[config.mk]
export PLATFORM = sky130hd
export DESIGN_NAME = maple_frame_tx
export DESIGN_NICKNAME = d
export VERILOG_FILES = /design/src/rtl/maple_frame_tx.sv
export SDC_FILE = /design/constraint.sdc
export NUM_CORES = 1
export LEC_CHECK = 0
export ABC_AREA = 1
export BUFFER_PORTS_ARGS = -buffer_cell sky130_fd_sc_hd__buf_2
export CAP_MARGIN = 20
export CORE_MARGIN = 4
export CORE_UTILIZATION = 61
export DETAILED_ROUTE_END_ITERATION = 10
export GPL_TIMING_DRIVEN = 0
export PLACE_DENSITY = 0.95
export SLEW_MARGIN = 20
export SYNTH_ARGS = -nofsm -noshare
export SYNTH_HDL_FRONTEND = slang
export SYNTH_SLANG_ARGS = --single-unit
[constraint.sdc]
create_clock -name clk -period 3.8 [get_ports clk]
set_clock_uncertainty 0.15 [all_clocks]
set_input_delay 0.76 -clock clk [delete_from_list [all_inputs] [get_ports clk]]
set_output_delay 0.76 -clock clk [all_outputs]
set_load 0.03 [all_outputs]
[src/rtl/maple_frame_tx.sv]
// Maple bus frame transmitter: start pattern, LEN FIFO bytes, end pattern.
// Define MAPLE_TX_CRC_APPEND_EN to append an XOR checksum byte after the data.
module maple_frame_tx #(
    parameter int TICK_DIV     = 4,
    parameter int START_PULSES = 4,
    parameter int END_PULSES   = 2,
    parameter int LEN_W        = 8
) (
    input  logic             clk,
    input  logic             reset,
    input  logic             start,
    input  logic [LEN_W-1:0] len,
    output logic             busy,
    output logic             done,
    output logic             underrun,
    input  logic             fifo_empty,
    input  logic [7:0]       fifo_data,
    output logic             fifo_rd,
    output logic             sdcka,
    output logic             sdckb
);
    localparam int START_STEPS = 1 + 2 * START_PULSES;
    localparam int END_STEPS   = 2 + 2 * END_PULSES;
    localparam int MAX_A       = (START_STEPS > 16) ? START_STEPS : 16;
    localparam int STEP_MAX    = (END_STEPS > MAX_A) ? END_STEPS : MAX_A;
    localparam int STEP_W      = $clog2(STEP_MAX);
    localparam int TICK_W      = (TICK_DIV > 1) ? $clog2(TICK_DIV) : 1;

    typedef enum logic [2:0] {
        S_IDLE,
        S_START,
        S_DATA,
        S_END
`ifdef MAPLE_TX_CRC_APPEND_EN
        , S_CRC
`endif
    } state_t;

    state_t             state_q, state_d;
    logic [STEP_W-1:0]  step_q, step_d, last_step;
    logic [TICK_W-1:0]  tick_q, tick_d;
    logic [LEN_W-1:0]   cnt_q, cnt_d;
    logic [7:0]         byte_q, byte_d;
    logic               busy_q, busy_d;
    logic               done_q, done_d;
    logic               ur_q, ur_d;
    logic               rd_q, rd_d;
    logic [1:0]         lines_q;
`ifdef MAPLE_TX_CRC_APPEND_EN
    logic [7:0]         crc_q, crc_d;
`endif

    // Line pattern {a, b} for a given state/step; data bits go MSB first.
    function automatic logic [1:0] lines_f(state_t s, logic [STEP_W-1:0] st,
                                           logic [7:0] b);
        logic [1:0] r;
        logic [2:0] k;
        logic       bv;
        r  = 2'b11;
        k  = st[3:1];
        bv = b[3'd7 - k];
        case (s)
            S_START: r = (st == '0) ? 2'b01 : {1'b0, ~st[0]};
            S_DATA:  r = k[0] ? {bv, ~st[0]} : {~st[0], bv};
`ifdef MAPLE_TX_CRC_APPEND_EN
            S_CRC:   r = k[0] ? {bv, ~st[0]} : {~st[0], bv};
`endif
            S_END: begin
                if (st == '0)
                    r = 2'b10;
                else if (st == STEP_W'(END_STEPS - 1))
                    r = 2'b11;
                else
                    r = {~st[0], 1'b0};
            end
            default: r = 2'b11;
        endcase
        return r;
    endfunction

    always_comb begin
        case (state_q)
            S_START: last_step = STEP_W'(START_STEPS - 1);
            S_END:   last_step = STEP_W'(END_STEPS - 1);
            default: last_step = STEP_W'(15);
        endcase
    end

    always_comb begin
        state_d = state_q;
        step_d  = step_q;
        tick_d  = tick_q;
        cnt_d   = cnt_q;
        byte_d  = byte_q;
        busy_d  = busy_q;
        done_d  = 1'b0;
        ur_d    = 1'b0;
        rd_d    = 1'b0;
`ifdef MAPLE_TX_CRC_APPEND_EN
        crc_d   = crc_q;
`endif
        if (state_q == S_IDLE) begin
            if (start) begin
                state_d = S_START;
                step_d  = '0;
                tick_d  = '0;
                cnt_d   = len;
                busy_d  = 1'b1;
`ifdef MAPLE_TX_CRC_APPEND_EN
                crc_d   = 8'h00;
`endif
            end
        end else if (tick_q != TICK_W'(TICK_DIV - 1)) begin
            tick_d = tick_q + TICK_W'(1);
        end else if (step_q != last_step) begin
            tick_d = '0;
            step_d = step_q + STEP_W'(1);
        end else begin
            tick_d = '0;
            step_d = '0;
            case (state_q)
                S_START, S_DATA: begin
                    // Byte fetch: decided here so the first step is registered with it.
                    if (cnt_q != '0) begin
                        if (fifo_empty) begin
                            ur_d    = 1'b1;
                            state_d = S_END;
                        end else begin
                            state_d = S_DATA;
                            byte_d  = fifo_data;
                            rd_d    = 1'b1;
                            cnt_d   = cnt_q - LEN_W'(1);
`ifdef MAPLE_TX_CRC_APPEND_EN
                            crc_d   = crc_q ^ fifo_data;
`endif
                        end
                    end else begin
`ifdef MAPLE_TX_CRC_APPEND_EN
                        state_d = S_CRC;
                        byte_d  = crc_q;
`else
                        state_d = S_END;
`endif
                    end
                end
`ifdef MAPLE_TX_CRC_APPEND_EN
                S_CRC: state_d = S_END;
`endif
                default: begin
                    state_d = S_IDLE;
                    busy_d  = 1'b0;
                    done_d  = 1'b1;
                end
            endcase
        end
    end

    always_ff @(posedge clk) begin
        if (reset) begin
            state_q <= S_IDLE;
            step_q  <= '0;
            tick_q  <= '0;
            cnt_q   <= '0;
            byte_q  <= '0;
            busy_q  <= 1'b0;
            done_q  <= 1'b0;
            ur_q    <= 1'b0;
            rd_q    <= 1'b0;
            lines_q <= 2'b11;
`ifdef MAPLE_TX_CRC_APPEND_EN
            crc_q   <= '0;
`endif
        end else begin
            state_q <= state_d;
            step_q  <= step_d;
            tick_q  <= tick_d;
            cnt_q   <= cnt_d;
            byte_q  <= byte_d;
            busy_q  <= busy_d;
            done_q  <= done_d;
            ur_q    <= ur_d;
            rd_q    <= rd_d;
            lines_q <= lines_f(state_d, step_d, byte_d);
`ifdef MAPLE_TX_CRC_APPEND_EN
            crc_q   <= crc_d;
`endif
        end
    end

    assign busy     = busy_q;
    assign done     = done_q;
    assign underrun = ur_q;
    assign fifo_rd  = rd_q;
    assign sdcka    = lines_q[1];
    assign sdckb    = lines_q[0];
endmodule

==> impl_results.md, run 1 <==
- DR WL/cell: approximately 12 µm
- Worst r2r dst: lines_q[1]$_SDFF_PP1_
- Initial antenna violation count: 0
- Inserted Clock Buffers: 5
- Area share of the largest cell type after synthesis: 33.83%
- Final Slew Violations: 0
- Int Power: ~0.45 mW
- Place WS: 1.438 ns
- Total power: 0.6613 mW
- Placed cell areas: around 2000 µm²
- IO Port Bufs: 25
- Top_reg_cell synth: dfxtp_1
- Hold path cells: 2
- Crit. End Element: register
- Clock Power Share: 28.2%
- Worst setup path class: reg -> reg
- Final setup TNS: 0 ns
- Final period util: a little under two thirds
- GRT overflow: 0
- Register area share after synthesis: 33.83%
- Final hold vios: 0
- F_max: 0.4113 GHz
- Via count: between 1500 and 2000
- Slowest-stage cell, CP: dfxtp_1
- Syn_nets: slightly above 300
- CTS tree: done
- DR DRC count: 0
- Die width: approximately 63 µm
- Synth unique cells: 31
- Overall routing resource usage: approximately 22%
- Placer's final routability congestion estimate: 0.8803
- Final WL: 4.039 mm
- Async SR Flop Fraction: 0%
- Worst vdd ir: around 0.30 mV
- Top-count cell post-synth: nand2_1
- Top Ports: 26
- Hold Crit Class: reg -> reg
- Clock Path Buffers: 2
- Critical path's largest stage delay: 0.35 ns
- Core Area: 2805 µm²
- FF+latch count, synth: 31
- Die H: between 60 and 70 µm
- Combinational share of power: between 10% and 20%
- NumNets Final: roughly 340
- Detail Route Antenna Nets: 0
- Sequential Power Share: 52.6%
- Clock transition at the registers of the reported paths: approximately 0.1 ns
- Fin util: between 70% and 80%
- Net Switching: roughly 0.21 mW
- Post-CTS Hold Fix Bufs: 0
- Worst path bufs/invs: 3
- Final Worst Setup Slack: around 1.4 ns
- Synth area leader: dfxtp_1
- Final min period: approximately 2.4 ns
- Outcome: complete, no violations
- RSZ-0062 raised after global routing: false
- Startpoint Class: register
- Dpl hpwl: ~3 mm
- Critical Path, Cell by Cell: inv_1 -> ha_1 -> inv_1 -> nor2_1 -> nand2_1 -> nor2_1 -> nor2_2 -> buf_6 -> nor2_1 -> a21oi_1 -> nand2_1 -> nand2_1 -> o211ai_1 -> nor2_1 -> nand2_1
- Synth top cells by count: 62 x nand2_1, 42 x inv_1, 38 x nor2_1
- Vias in the first global route: 1568
- Largest net degree at the start of global routing: 11
- ANT cells: 0
- Slew @ Worst Pin: 0.5513 ns
- Initial DRC count: 87
- CP Data Required Time: between 3 and 4 ns
- Worst Min Path Start: busy$_SDFFE_PP0P_
- Clk sinks: 31
- Worst-path fanout max: 10
- Slew HR: between 60 and 70%
- Clk_lat worst skew: between 0.3 and 0.4 ns
- Drt pass-1 iters: 4
- Reg2reg start: cnt_q[0]$_SDFFE_PP0P_
- Fraction of layout cells with a size suffix above 1: ~18%
- Leak pwr: 0.9978 nW
- Layout fillers: roughly 250
- Cell Area, Synth: around 1800 µm²
- MaxCap Viol Count: 0
- Ranking of synthesized cells by area: dfxtp_1 34%, nand2_1 13%, inv_1 8.6%
- CTS root buf: clkbuf_4
- Mean Syn Cell Area: between 6 and 7 µm²
- PwrDens: between 300 and 400 nW/µm²
- First-pass GRT wire length: 6.831 mm
- Post-CTS Setup Bufs: 0
- Vias per cell: approximately 5.3
- Mapped Cells: between 200 and 300
- Cts repair resizes: 0
- H-tree depth: 2
- Delay-heaviest family, CP: simple AND/OR/NAND/NOR gates
- Rows: 19
- Data arrival, critical path: roughly 2.5 ns
- YS warnings: 0
- Switching Fraction: between 30% and 40%
- Initial Util: 65.39%
- Reg2Reg Setup Slack: 1.37 ns
- Final setup viols: 0
- R2R cell count: 15
- P&R area growth vs syn: 11.80%
- Die area: 3948 µm²
- Number of synthesized flops with an enable pin: 0
- Hold path endpoint: busy$_SDFFE_PP0P_
- Final Cell Area: 2051 µm²
==> cell usage in the layout, fill, tap and decap left out, types with 2 or more instances in the layout <==
cell	instances
ha_1	3
o21ai_0	8
nand3_1	27
clkbuf_1	3
inv_1	42
dfxtp_1	31
nand3b_1	5
nand2_1	62
nand2_2	6
nor4_1	2
clkbuf_4	5
xor2_1	2
o31ai_1	2
buf_2	26
nand2_4	2
nand4_1	2
a211oi_1	3
clkinv_2	3
o211ai_1	2
nor2_2	3
a21oi_1	16
inv_2	6
nor3_1	2
nor2_1	38
a31oi_1	4
==> kinds of logic after synthesis <==
| family | Yosys count | synth area share [%] |
|---|---|---|
| simple gates | 154 | 40.18 |
| xor+xnor | 2 | 0.9552 |
| buf+inv | 53 | 11.32 |
| compound gates | 37 | 11.66 |
| fa+ha+maj | 3 | 2.047 |
| flops | 31 | 33.83 |
==> how the worst max path moves through the flow <==
stage	from	endpoint	slack (ns)	cells after the start
after floorplan	start	lines_q[0]$_SDFF_PP1_	1.77	16
after global placement	start	lines_q[0]$_SDFF_PP1_	1.47	17
after detailed placement	start	lines_q[1]$_SDFF_PP1_	1.44	17
after CTS	cnt_q[0]$_SDFFE_PP0P_	lines_q[1]$_SDFF_PP1_	1.45	15
after global routing	cnt_q[0]$_SDFFE_PP0P_	lines_q[1]$_SDFF_PP1_	1.26	15
final	cnt_q[0]$_SDFFE_PP0P_	lines_q[1]$_SDFF_PP1_	1.37	15
==> layer usage <==
metal  vias to the layer above  track usage, %  part of all wire, %
li1                        961               -                    -
met1                       817           27.34                   47
met2                        28           35.02                   47
met3                        10           6.475                  3.9
met4                         0           8.264                  1.7
met5                         -               0                    0
==> state kept, by name, summed over array words and instances, names as in the netlist <==
register and flops:
busy 1, state_q 3, cnt_q 8, byte_q 8, underrun 1, lines_q 2
fifo_rd 1, step_q 4, done 1, tick_q 2
==> worst reg2reg max path: cells and delay by family, from the launching register on <==
family | cells | cell delay, ns
AOI/OAI and AO/OA | 2 | 0.32
DFF | 1 | 0.35
adders and majority gates | 1 | 0.21
buffers and inverters | 3 | 0.32
and+or+nand+nor | 9 | 0.99
==> power groups by stage <==
stage / registers, mW / clock network, mW / logic, mW
after floorplan: 0.359 / 0 / 0.0887
after global placement: 0.355 / 0 / 0.121
after detailed placement: 0.355 / 0 / 0.125
after CTS: 0.348 / 0.187 / 0.126
after global routing: 0.350 / 0.208 / 0.142
final: 0.348 / 0.186 / 0.127
==> stage by stage <==
step,hold WS [ns],std cells
final,0.3188,344
after global routing,0.3429,344
after CTS,0.3203,344
after detailed placement,0.3062,336
after global placement,0.3010,336
after floorplan,0.2927,280
==> final cells by class <==
| type | count | area (µm²) | area share (%) |
|---|---|---|---|
| Multi-Input combinational cell | 196 | 1006 | 49.05 |
| Sequential cell | 31 | 620.6 | 30.26 |
| Inverter | 48 | 180.2 | 8.786 |
| Timing Repair Buffer | 25 | 125.1 | 6.101 |
| Tap cell | 31 | 38.79 | 1.891 |
| Clock buffer | 5 | 37.54 | 1.830 |
| Buffer | 5 | 27.53 | 1.342 |
| Clock inverter | 3 | 15.01 | 0.7322 |
No activity file was read; power rests on OpenSTA's default activity.
==> run 2, diff against run 1 <==
- ABC_AREA: 1 -> 0
- CORE_UTILIZATION: 61 -> 51
- PLACE_DENSITY: 0.95 -> 0.86
- clock period: 3.8 -> 2.05 ns (I/O delays scaled with it)
==> run 2 against run 1 <==
Compared with the run above: the run now ends with negative setup slack left; sequential power up 87%; combinational power rose to 3.1 times the previous value; via count up 23%; count of clock-buffer cells in the layout up 3; sequential cell count unchanged; fmax down 18%; cell area up 34%; worst setup slack worse by 2.3 ns; total power up 120%; routed wire length up 77%; die area up 12%; critical path depth down 4; largest power group unchanged; highest routed layer unchanged.
==> impl_results.md, run 2 <==
- Outcome: finished with violations
- Failing checks: negative setup slack
- Most Frequent Cell on Critical Path: or2_4
- H-tree depth: 2
- Clk_lat worst skew: ~0.35 ns
- Ranking of synthesized cells by area: dfxtp_1 35%, nor2_1 6.2%, a21oi_1 4.6%
- Slowest-stage cell, CP: or4b_4
- Mapped Cells: 223
- Overall routing resource usage: between 20% and 30%
- Post-Synth Adder-Cell Area: under 10%
- Rows: 21
- Mean Syn Cell Area: just under 8 µm²
- Die area: ~4400 µm²
- Core Area: about 3300 µm²
- PwrDens: 535.7 nW/µm²
- Via count: around 2200
- CTS tree: done
- MaxCap Viol Count: 0
- Final Worst Setup Slack: -0.9169 ns
- Top Ports: 26
- Vias per cell: 6.548
- Synth area leader: dfxtp_1
- Synth top cells by count: 31 x dfxtp_1, 29 x nor2_1, 20 x nand2_1
- Final hold vios: 0
- Register area share after synthesis: between 30% and 40%
- Critical Path, Cell by Cell: inv_2 -> ha_4 -> or4b_4 -> o41ai_4 -> or2_4 -> or2_4 -> buf_8 -> mux2i_4 -> a211oi_2 -> nor4_2 -> o211ai_1
- Post-CTS Hold Fix Bufs: 0
- Inserted Clock Buffers: 5
- Syn_nets: 246
- Cell Area, Synth: approximately 1800 µm²
- CP Data Required Time: roughly 2.1 ns
- Clk sinks: 31
- Initial DRC count: 326
- Crit. End Element: register
- Final min period: between 2 and 3 ns
- DR WL/cell: approximately 21 µm
- Worst-path fanout max: 6
- First-pass GRT wire length: between 8 and 9 mm
- Leak pwr: 1.074 nW
- Placer's final routability congestion estimate: between 0.8 and 0.9
- F_max: ~0.34 GHz
- Number of synthesized flops with an enable pin: 0
- Area share of the largest cell type after synthesis: 35.45%
- Initial antenna violation count: 0
- Commonest non-fill, non-tap cell in the layout: buf_4
- Synth unique cells: 47
- Die width: 66.59 µm
- RSZ-0062 raised after global routing: true
- Worst path bufs/invs: 2
- Vias in the first global route: roughly 1900
- Final period util: 144.7%
- Complex-gate fraction of the synthesized area: between 20% and 30%
- Clock transition at the registers of the reported paths: ~0.10 ns
- Xor/xnor share of the synthesized area: 1.001%
- Slew @ Worst Pin: ~0.77 ns
- Data arrival, critical path: 3.04 ns
- Worst vdd ir: roughly 0.47 mV
- Clock Path Buffers: 2
- Fraction of layout cells with a size suffix above 1: about half
- Commonest cells after routing, fill and taps aside: 33 x buf_4, 25 x buf_2, 24 x nor2_1, 23 x dfxtp_1, 18 x nand2_1
- DR DRC count: 0
- Die H: approximately 67 µm
- Hold Crit Class: in -> reg
- Fin util: between 80 and 90%
- Detail Route Antenna Nets: 0
- Dpl hpwl: between 2 and 3 mm
- Largest net degree at the start of global routing: 11
- Biggest registers after layout: byte_q: 8 flops, cnt_q: 8 flops, step_q: 4 flops
- Post-synthesis simple-gate area fraction: 24.80%
- Startpoint Class: register
- Mux cell area share after synthesis: about 2.9%
- Worst setup path class: reg -> reg
- Drt pass-1 iters: 6
- GRT overflow: 0
- Slew HR: roughly half
- NumNets Final: about 320
- ANT cells: 0
- Combinational family with the most area after synthesis: compound AO/OA/AOI/OAI gates
- Final setup viols: 24
- CTS root buf: clkbuf_4
- Final setup TNS: -11.74 ns
- Critical path's largest stage delay: around 0.48 ns
- Final Slew Violations: 0
- Delay-heaviest family, CP: simple AND/OR/NAND/NOR gates
- FF+latch count, synth: 31
- Initial Util: between 50% and 60%
- Final WL: around 7 mm
- Top-count cell post-synth: dfxtp_1
- Top_reg_cell synth: dfxtp_1
- IO Port Bufs: 25
- P&R area growth vs syn: 57.18%
- YS warnings: 0
- Async SR Flop Fraction: 0%
-- run 2: layer usage --
layer	GRT usage, %	vias up	wire length, µm
met5	0	-	0
li1	-	956	-
met1	29.10	1021	2601
met4	13.45	0	553
met3	7.083	77	613
met2	46.04	179	3385
-- run 2: cell families after synthesis --
kind of cell,count (synthesis)
XOR/XNOR,2
adder cells (fa/ha/maj),3
multiplexers,5
flip-flops,31
buffers and inverters,24
AO/OA/AOI/OAI,69
AND/OR/NAND/NOR,89
-- run 2: metrics by stage --
| step | power (mW) | cell area, µm² | worst slack, ns | hold WS (ns) | std cells |
|---|---|---|---|---|---|
| 2_1_floorplan | 0.8326 | 1775 | -0.7906 | 0.3079 | 223 |
| 3_3_place_gp | 0.8885 | 1958 | -1.111 | 0.3203 | 294 |
| 3_5_place_dp | 0.8940 | 1958 | -1.150 | 0.3355 | 294 |
| 4_1_cts | 1.372 | 2422 | -0.9098 | 0.08651 | 327 |
| 5_1_grt | 1.516 | 2751 | -0.9855 | 0.08717 | 341 |
| 6_report | 1.474 | 2751 | -0.9169 | 0.09570 | 341 |
-- run 2: final cells by class --
type                       count  area (µm²)
sequential                    31       640.6
timing repair buffer          66       474.2
multi-input combinational    168        1369
clock buffer                   8       68.82
buffer                        12       103.9
fill                         186       585.6
inverter                      10       37.54
tap                           46       57.56
-- run 2: worst paths after layout --
| path | depth (start not counted) | from | slack, ns | endpoint |
|---|---|---|---|---|
| worst max-delay path | 11 | cnt_q[0]$_SDFFE_PP0P_ | -0.92 | lines_q[1]$_SDFF_PP1_ |
| worst min-delay path | 2 | reset | 0.1 | state_q[1]$_SDFF_PP0_ |
| worst max register to register | 11 | cnt_q[0]$_SDFFE_PP0P_ | -0.92 | lines_q[1]$_SDFF_PP1_ |
| worst min register to register | 2 | byte_q[2]$_SDFF_PP0_ | 0.36 | byte_q[2]$_SDFF_PP0_ |
-- run 2: what timing repair did --
action	CTS	global route
cloned	1	0
pin swaps	15	23
resized for setup	53	58
setup endpoints to repair	28	27
setup buffers	24	19
-- run 2: worst register-to-register path: stages, from the launching register on --
cell and delay (ns):
dfxtp_2 0.35, inv_2 0.08, ha_4 0.13, or4b_4 0.48, o41ai_4 0.28, or2_4 0.20
or2_4 0.17, buf_8 0.15, mux2i_4 0.25, a211oi_2 0.09, nor4_2 0.37, o211ai_1 0.16
-- run 2: report_power, final --
group	switching [mW]	internal, mW
sequential	0.0289	0.622
combinational	0.222	0.178
clock	0.221	0.202
total	0.472	1.00
==> run 3, diff against run 2 <==
- CORE_ASPECT_RATIO: default -> 1.2
==> run 3 against run 2 <==
Compared with the run above: the run still ends with negative setup slack left; total power increased by 6.4%; register-to-register slack got worse by 0.17 ns; non-clock buffer count decreased by 8; critical path type unchanged; critical endpoint unchanged; highest routed layer unchanged.
==> impl_results.md, run 3 (synthesis gave the netlist of run 2 again) <==
- Outcome: finished with violations
- Failing checks: negative setup slack
- Worst r2r dst: lines_q[1]$_SDFF_PP1_
- MaxCap Viol Count: 0
- Crit path to: lines_q[1]$_SDFF_PP1_
- Clock transition at the registers of the reported paths: ~0.070 ns
- Critical path's largest stage delay: around 0.5 ns
- Final hold vios: 0
- Vias in the first global route: around 1900
- Post-CTS Hold Fix Bufs: 0
- Worst vdd ir: roughly 0.65 mV
- DR DRC count: 0
- Crit. End Element: register
- Reg2Reg Setup Slack: -1.09 ns
- Placer's final routability congestion estimate: around 0.90
- Clk sinks: 31
- Inserted Clock Buffers: 5
- Dpl hpwl: about 3 mm
- CTS root buf: clkbuf_8
- P&R area growth vs syn: 49.82%
- Die width: a little over 60 µm
- Final setup viols: 27
- Grt peak-use layer: met2
- Clk_lat worst skew: between 0.2 and 0.3 ns
- Met2 usage: roughly two fifths
- Die H: between 70 and 80 µm
- Startpoint Class: register
- CP Launch Point: cnt_q[0]$_SDFFE_PP0P_
- First-pass GRT wire length: ~8.5 mm
- Data arrival, critical path: ~3.1 ns
- Via count: 2207
- Initial Util: a little over half
- Critical Path, Cell by Cell: inv_2 -> ha_4 -> or4b_4 -> o41ai_4 -> or2_4 -> or2_1 -> buf_6 -> buf_8 -> mux2i_4 -> a211oi_2 -> nor4_2 -> o211ai_1
- Top Ports: 26
- DR WL/cell: 21.58 µm
- Largest net degree at the start of global routing: 11
- Biggest registers after layout: byte_q: 8 flops, cnt_q: 8 flops, step_q: 4 flops
- IO Port Bufs: 25
- NumNets Final: just over 300
- Commonest non-fill, non-tap cell in the layout: nor2_1
- Final Worst Setup Slack: -1.088 ns
- Vias per cell: 6.812
- Sequential cell area: 635.6 µm²
- Hold Crit Class: in -> reg
- Die area: about 4400 µm²
- Place WS: -1.088 ns
- Detail Route Antenna Nets: 0
- Core Area: roughly 3300 µm²
- GRT overflow: 0
- PwrDens: around 600 nW/µm²
- Clock Path Buffers: 2
- Leak pwr: around 1.0 nW
- Fin util: between 70% and 80%
- GRT met3 Usage: about 7.7%
- Rows: 23
- Final WL: between 6 and 7 mm
- ANT cells: 0
- CP Data Required Time: a little over 2 ns
- Slew @ Worst Pin: 0.6469 ns
- Final period util: 153.1%
- Total power: 1.569 mW
- Drt pass-1 iters: 7
- Slew HR: 56.87%
- Commonest cells after routing, fill and taps aside: 27 x nor2_1, 25 x dfxtp_1, 25 x buf_2, 23 x buf_4, 17 x nand2_1
- Hold_ws: approximately 0.17 ns
- Fraction of layout cells with a size suffix above 1: 44.25%
- Multi-input logic area: 1291 µm²
- Met1 usage: roughly 28%
- Initial antenna violation count: 0
- R2R cell count: 12
- Final Slew Violations: 0
- F_max: between 0.3 and 0.4 GHz
- Layout fillers: approximately 190
- Reg2reg start: cnt_q[0]$_SDFFE_PP0P_
- Overall routing resource usage: between 20 and 30%
- Slowest-stage cell, CP: or4b_4
- Worst-path fanout max: 5
- Final min period: 3.138 ns
- RSZ-0062 raised after global routing: true
- H-tree depth: 2
- Initial DRC count: between 300 and 400
- Worst setup path class: reg -> reg
- CTS tree: done
==> run 3: metal layers <==
metal,share of wire [%],wire length [µm]
met3,9.6,673
met2,47,3317
met1,34,2354
met4,9.2,646
met5,0,0
==> run 3: power breakdown <==
part	switching (mW)	leakage [nW]	internal, mW
clock	0.243	0.0515	0.306
combinational	0.203	0.736	0.165
sequential	0.0282	0.256	0.623
total	0.474	1.04	1.09
==> run 3: worst min-delay path by stage <==
stage	cells after the start	startpoint	slack [ns]	end
floorplan	2	byte_q[1]$_SDFF_PP0_	0.31	byte_q[1]$_SDFF_PP0_
global placement	2	byte_q[2]$_SDFF_PP0_	0.32	byte_q[2]$_SDFF_PP0_
detailed placement	2	byte_q[1]$_SDFF_PP0_	0.33	byte_q[1]$_SDFF_PP0_
CTS	2	reset	0.13	state_q[1]$_SDFF_PP0_
global route	2	reset	0.16	state_q[1]$_SDFF_PP0_
finish	2	reset	0.17	state_q[1]$_SDFF_PP0_
==> run 3: cell type report <==
cell class | count | share of cell area, %
Buffer | 13 | 4.008
Clock buffer | 8 | 3.817
Inverter | 10 | 1.431
Tap cell | 37 | 1.765
Multi-Input combinational cell | 168 | 49.24
Sequential cell | 31 | 24.24
Timing Repair Buffer | 57 | 15.51
==> run 3: timing repair <==
item                       in CTS  in global routing
setup endpoints to repair      29                 28
setup buffers                  13                 19
pin swaps                      14                 18
gates cloned                    2                  0
gates resized for setup        47                 47
==> run 3: worst max-delay path: cells and delay by family, from the launching register on <==
| family | cells | cell delay (ns) |
|---|---|---|
| muxes | 1 | 0.24 |
| adders and majority gates | 1 | 0.14 |
| buffers and inverters | 3 | 0.33 |
| AOI/OAI and AO/OA | 3 | 0.53 |
| and+or+nand+nor | 4 | 1.26 |
| DFF | 1 | 0.33 |
==> run 3: metrics by stage <==
step,TNS [ns],instance area [µm²],std cells
after CTS,-10.47,2361,308
after floorplan,-6.580,1775,223
after global placement,-11.90,1947,285
after detailed placement,-12.24,1947,285
after global routing,-14.97,2623,324
final,-13.16,2623,324
